`src/rtl/key_pkg.sv`:
```
`default_nettype none
// +------------------------------------------------------------------+
// | Module   : key_pkg                                               |
// | Purpose  : Shared types and constants for the key filter block:  |
// |            per-channel state encoding, channel count, default    |
// |            20 ms debounce terminal count, and the priority       |
// |            helper used by the event encoder.                     |
// | Ports    : none (package)                                        |
// | Revision : 1.0 - initial release                                 |
// +------------------------------------------------------------------+
package key_pkg;

  localparam int KEY_NUM      = 4;
  localparam int CNT_MAX_20MS = 999_999;

  typedef enum logic [1:0] {
    IDLE      = 2'd0,
    FILTER_DN = 2'd1,
    DOWN      = 2'd2,
    FILTER_UP = 2'd3
  } key_fsm_e;

  // Index of the lowest set bit; 0 when the vector is empty. The
  // loop runs high-to-low so the last hit (lowest index) wins.
  function automatic logic [1:0] lowest_index(input logic [KEY_NUM-1:0] vec);
    logic [1:0] idx;
    idx = 2'd0;
    for (int i = KEY_NUM - 1; i >= 0; i--) begin
      if (vec[i]) begin
        idx = i[1:0];
      end
    end
    return idx;
  endfunction

endpackage
`default_nettype wire

```
`src/rtl/key_filter_1ch.sv`:
```
`default_nettype none
// +------------------------------------------------------------------+
// | Module   : key_filter_1ch                                        |
// | Purpose  : One push-button channel: 2-FF synchroniser, 4-state   |
// |            debounce FSM with saturating counter, registered      |
// |            one-cycle press/release strobes.                      |
// | Ports    : clk         - system clock                            |
// |            rst_n       - asynchronous active-low reset           |
// |            key_in      - raw key pin, active-low, async to clk   |
// |            key_state   - debounced level, 1 = pressed            |
// |            key_press   - one-cycle strobe on accepted press      |
// |            key_release - one-cycle strobe on accepted release    |
// | Revision : 1.0 - initial release                                 |
// +------------------------------------------------------------------+
module key_filter_1ch
  import key_pkg::*;
#(
  parameter int CNT_MAX = CNT_MAX_20MS,
  parameter int CNT_W   = 20
) (
  input  logic clk,
  input  logic rst_n,
  input  logic key_in,
  output logic key_state,
  output logic key_press,
  output logic key_release
);

  localparam logic [CNT_W-1:0] c_cnt_max = CNT_W'(CNT_MAX);

  logic             r_sync1;
  logic             r_ks;
  key_fsm_e         r_state;
  key_fsm_e         w_state_nxt;
  logic [CNT_W-1:0] r_cnt;
  logic [CNT_W-1:0] w_cnt_nxt;
  logic             r_press;
  logic             w_press_nxt;
  logic             r_release;
  logic             w_release_nxt;

  // Synchroniser resets to 1 so a reset never looks like a press.
  always_ff @(posedge clk or negedge rst_n) begin
    if (!rst_n) begin
      r_sync1 <= 1'b1;
      r_ks    <= 1'b1;
    end else begin
      r_sync1 <= key_in;
      r_ks    <= r_sync1;
    end
  end

  always_ff @(posedge clk or negedge rst_n) begin
    if (!rst_n) begin
      r_state   <= IDLE;
      r_cnt     <= '0;
      r_press   <= 1'b0;
      r_release <= 1'b0;
    end else begin
      r_state   <= w_state_nxt;
      r_cnt     <= w_cnt_nxt;
      r_press   <= w_press_nxt;
      r_release <= w_release_nxt;
    end
  end

  // Counter is cleared on every state entry and only advances while
  // below terminal count, so it can never wrap.
  always_comb begin
    w_state_nxt   = r_state;
    w_cnt_nxt     = r_cnt;
    w_press_nxt   = 1'b0;
    w_release_nxt = 1'b0;
    case (r_state)
      IDLE: begin
        if (!r_ks) begin
          w_state_nxt = FILTER_DN;
          w_cnt_nxt   = '0;
        end
      end
      FILTER_DN: begin
        if (r_ks) begin
          w_state_nxt = IDLE;
          w_cnt_nxt   = '0;
        end else if (r_cnt < c_cnt_max) begin
          w_cnt_nxt = r_cnt + 1'b1;
        end else begin
          w_state_nxt = DOWN;
          w_cnt_nxt   = '0;
          w_press_nxt = 1'b1;
        end
      end
      DOWN: begin
        if (r_ks) begin
          w_state_nxt = FILTER_UP;
          w_cnt_nxt   = '0;
        end
      end
      FILTER_UP: begin
        if (!r_ks) begin
          w_state_nxt = DOWN;
          w_cnt_nxt   = '0;
        end else if (r_cnt < c_cnt_max) begin
          w_cnt_nxt = r_cnt + 1'b1;
        end else begin
          w_state_nxt   = IDLE;
          w_cnt_nxt     = '0;
          w_release_nxt = 1'b1;
        end
      end
      default: begin
        w_state_nxt = IDLE;
        w_cnt_nxt   = '0;
      end
    endcase
  end

  // Pressed level covers DOWN and the release-filter state, so it
  // flips exactly on the edges that also fire the strobes.
  assign key_state   = (r_state == DOWN) || (r_state == FILTER_UP);
  assign key_press   = r_press;
  assign key_release = r_release;

endmodule
`default_nettype wire

```
`src/rtl/key_filter4.sv`:
```
`default_nettype none
// +------------------------------------------------------------------+
// | Module   : key_filter4                                           |
// | Purpose  : Four independent debounced key channels plus a        |
// |            registered priority encoder that turns press strobes  |
// |            into a single key event (lowest index wins).          |
// | Ports    : clk         - system clock, 50 MHz                    |
// |            rst_n       - asynchronous active-low reset           |
// |            key_in      - raw keys, active-low                    |
// |            key_state   - debounced levels, 1 = pressed           |
// |            key_press   - per-key one-cycle press strobes         |
// |            key_release - per-key one-cycle release strobes       |
// |            key_valid   - one-cycle event strobe                  |
// |            key_code    - pressed key index, valid with key_valid |
// | Revision : 1.0 - initial release                                 |
// +------------------------------------------------------------------+
module key_filter4
  import key_pkg::*;
#(
  parameter int CNT_MAX = CNT_MAX_20MS,
  parameter int CNT_W   = 20
) (
  input  logic               clk,
  input  logic               rst_n,
  input  logic [KEY_NUM-1:0] key_in,
  output logic [KEY_NUM-1:0] key_state,
  output logic [KEY_NUM-1:0] key_press,
  output logic [KEY_NUM-1:0] key_release,
  output logic               key_valid,
  output logic [1:0]         key_code
);

  logic       r_valid;
  logic [1:0] r_code;

  for (genvar i = 0; i < KEY_NUM; i++) begin : g_ch
    key_filter_1ch #(
      .CNT_MAX (CNT_MAX),
      .CNT_W   (CNT_W)
    ) u_ch (
      .clk         (clk),
      .rst_n       (rst_n),
      .key_in      (key_in[i]),
      .key_state   (key_state[i]),
      .key_press   (key_press[i]),
      .key_release (key_release[i])
    );
  end

  // key_code is only loaded on an event and otherwise holds.
  always_ff @(posedge clk or negedge rst_n) begin
    if (!rst_n) begin
      r_valid <= 1'b0;
      r_code  <= 2'd0;
    end else begin
      r_valid <= |key_press;
      if (|key_press) begin
        r_code <= lowest_index(key_press);
      end
    end
  end

  assign key_valid = r_valid;
  assign key_code  = r_code;

endmodule
`default_nettype wire
```
`config.mk`:
```
export PLATFORM = sky130hd
export DESIGN_NAME = key_filter4
export DESIGN_NICKNAME = d
export VERILOG_FILES = /design/src/rtl/key_pkg.sv /design/src/rtl/key_filter_1ch.sv /design/src/rtl/key_filter4.sv
export SDC_FILE = /design/constraint.sdc
export NUM_CORES = 1
export LEC_CHECK = 0
export BUFFER_PORTS_ARGS = -buffer_cell sky130_fd_sc_hd__buf_2
export CAP_MARGIN = 0
export CORE_AREA = 4 4 135 85
export CTS_BUF_LIST = sky130_fd_sc_hd__clkbuf_4
export CTS_CLUSTER_SIZE = 20
export DETAILED_ROUTE_END_ITERATION = 10
export DIE_AREA = 0 0 139 89
export PLACE_DENSITY = 0.79
export SLEW_MARGIN = 15
export SYNTH_ARGS = -nofsm -noshare
export SYNTH_HDL_FRONTEND = slang
export SYNTH_HIERARCHICAL = 1
export SYNTH_SLANG_ARGS = --single-unit
```
`constraint.sdc`:
```
create_clock -name clk -period 3.8 [get_ports clk]
set_input_delay 0.19 -clock clk [delete_from_list [all_inputs] [get_ports clk]]
set_output_delay 0.19 -clock clk [all_outputs]
set_load 0.01 [all_outputs]
```
==> results.yml <==
timing:
  finalMaxSlewViolations: 0
  fin_ws_ns: 1.277
  finalHoldViolCount: 0
  setup_viol: 0
  period_share_pct: 66.39
  fin_skew_ns: 0.01864
  grt_setup_unrepaired: "false"
  setup_tns_ns: 0
  min_period_ns: 2.523
  clock.fmax_mhz: 396.4
  tightest_slew_ns: 1.045
  relSlewSlack_pct: 30.06
floorplan:
  die_y_um: 89
  dieArea_sq_um: 12370
  io_pins: 21
  die_w_um: 139
  rows: 29
  start_util_pct: 53.89
  core_region_area_sq_um: 10300
place:
  routabilityCongestion: 0.8217
  place_area_sq_um: 5710
  place_ws_ns: 1.296
  portBuffers: 20
  dp_hpwl_um: 8086
pwr:
  power_switching_mw: 0.5827
  fin_total_pwr_mw: 1.977
  p_clk_share_pct: 26.9
  combPwrFrac_pct: 11.0
  seqPwrFrac_pct: 62.1
  intPower_mw: 1.394
  leakagePower_nw: 2.643
  p_sw_share_pct: 29.48
  powerDensity_nw_per_um2: 336.5
  ir_drop_mv: 0.1899
yosys:
  syn_area_sq_um: 5553
  synthCells: 570
  avgSynthCellArea_sq_um: 9.742
  synth-edff-count: 0
  syn-num-nets: 580
  ys_seq_elements: 107
  synth-seq-area-share_pct: 48.40
  yosys.area.top_type: "dfrtp_1"
  yosysWarnings: 6
  ys.flop_type: "dfrtp_1"
  synthTopCellsByArea: "dfrtp_1, a31oi_1, dfstp_2, a21oi_1, and3_1"
  ys_async_sr_fraction_pct: 100.0
  synth.top_cell.area_share_pct: 44.61
  yosysUniqueCellTypes: 57
worst_setup_path:
  crit_arrival_ns: 2.91
  cp_max_fo: 22
  start_kind: "flop"
  crit_required_ns: 4.19
  setup.worst_path.end_class: "flop"
  worstSetupPathType: "flop to flop"
global_route:
  grt_pass1_wl_um: 20360
  grt_util_met3_pct: 5.345
  grt_usage_pct: 20.01
  use_met1_pct: 27.86
  grt_start_max_net_pins: 66
  antenna_found_initial: 0
  grt_pass1_vias: 4196
  globalRouteOverflowTotal: 0
  grt_busiest_layer: "met2"
  use_met2_pct: 31.53
finish:
  drive_above_1_share_pct: 13.90
  final_cell_mix: "dfrtp_1, a31oi_1, nand2_1"
  n_fill_cell: 922
  diodes: 0
  final_area_sq_um: 5876
  nNetsFinal: 596
  final_util_pct: 57.02
  area_growth_pct: 5.814
  final_common_cell: "dfrtp_1"
clocking:
  cts_root_buf: "clkbuf_4"
  post_cts_buffers: 0
  clock_sinks: 107
  clk_latency_ns: 0.47
  cts_resized: 0
  clk_pin_slew_ns: 0.17
  cts.path.max_buffers: 2
  cts_tree: "yes"
  htreeDepth: 3
  cts_buffers: 9
detailed_routing:
  drcViolationCount: 0
  drtIter0Drc: 470
  wl_per_cell_um: 16.57
  viasPerCell: 6.285
  drt-total-wl_um: 12080
  ant_nets: 0
  vias: 4582
  first_pass_iters: 4
status:
  status: "completed"
worst_hold_path:
  min_path_type: "input pin to asynchronous set/reset pin"
flow_run:
  maxCapViolCount: 0
## routing by layer
layer,share of wire (%),vias to the layer above
met4,0.86,0
li1,-,2191
met5,0,-
met3,5.4,10
met2,45,129
met1,48,2252
## cell families after synthesis
family / synth area share [%]
flip-flops: 48.40
buffers and inverters: 4.169
AND/OR/NAND/NOR: 21.14
multiplexers: 1.329
adder cells (fa/ha/maj): 0.9013
XOR/XNOR: 0.6308
AO/OA/AOI/OAI: 23.43
## per-stage QoR
step | std cells | hold slack, ns
after floorplan | 570 | -0.1056
after global placement | 709 | 0.2958
after detailed placement | 709 | 0.2965
after CTS | 729 | 0.3012
after global routing | 729 | 0.2826
final | 729 | 0.3340
## critical path: stages (launching register included)
cell and delay [ns]:
dfrtp_1 0.45, ha_1 0.25, and3_1 0.23, a31oi_1 0.17, o21ai_1 0.10, a21oi_2 0.54
buf_4 0.36, a41oi_1 0.15, a31oi_1 0.17
## synthesized netlist by cell type, drive strengths merged, types with 3 or more instances
cell type,instances
a41oi,15
or2,4
a221oi,7
mux2,3
or4,10
nor2,40
o211a,3
a221o,3
a31oi,51
nor3b,3
a21o,13
dfrtp,99
nand4,3
buf,15
or3,7
nand2,42
nor2b,3
and3,31
inv,16
nor3,10
a31o,5
nand2b,21
mux2i,4
o2bb2ai,3
xnor2,4
nand3,39
o31ai,3
ha,4
nor4,4
a21oi,44
a22o,6
dfstp,8
o21ai,15
clkbuf,12
a211oi,4
## repair_timing
item                                    4_1_cts  5_1_grt
hold endpoints to repair                     63        0
endpoints found under the setup margin        0        0
hold buffers                                  5        0
## final timing paths
path                                                   start                                 end  slack, ns  cells after the start
setup / recovery           g_ch[2].u_ch/r_cnt[0]$_DFFE_PN0P_  g_ch[2].u_ch/r_cnt[14]$_DFFE_PN0P_       1.28                      8
hold / removal                                         rst_n  g_ch[3].u_ch/r_cnt[13]$_DFFE_PN0P_       0.33                      2
setup reg to reg           g_ch[2].u_ch/r_cnt[0]$_DFFE_PN0P_  g_ch[2].u_ch/r_cnt[14]$_DFFE_PN0P_       1.28                      8
hold reg to reg               g_ch[3].u_ch/r_sync1$_DFF_PN1_         g_ch[3].u_ch/r_ks$_DFF_PN1_       0.37                      0
max in group asynchronous                              rst_n      g_ch[1].u_ch/r_sync1$_DFF_PN1_       2.59                      3
min in group clk                                   key_in[2]      g_ch[2].u_ch/r_sync1$_DFF_PN1_       0.34                      2
## flip-flops by register name (all words and copies together), names as in the netlist, named ones only
name / count
g_ch.u_ch/r_cnt: 80
g_ch.u_ch/r_state: 4
g_ch.u_ch/r_sync1: 4
key_valid: 1
g_ch.u_ch/key_press: 4
g_ch.u_ch/key_release: 4
g_ch.u_ch/r_ks: 4
key_code: 2
## power by group through the flow
stage / logic (mW) / clock network [mW] / registers, mW
3_3_place_gp: 0.206 / 0 / 1.24
5_1_grt: 0.245 / 0.597 / 1.24
3_5_place_dp: 0.215 / 0 / 1.25
2_1_floorplan: 0.156 / 0 / 1.24
6_report: 0.218 / 0.531 / 1.23
4_1_cts: 0.219 / 0.552 / 1.23
## layout make-up
class / instances / area, sq um / area share, %
Timing Repair Buffer: 32 / 205.2 / 3.492
Clock buffer: 9 / 67.56 / 1.150
Tap cell: 139 / 173.9 / 2.960
Multi-Input combinational cell: 420 / 2634 / 44.83
Inverter: 16 / 60.06 / 1.022
Clock inverter: 6 / 47.55 / 0.8092
Sequential cell: 107 / 2688 / 45.74
(Power assumes the default switching activity.)
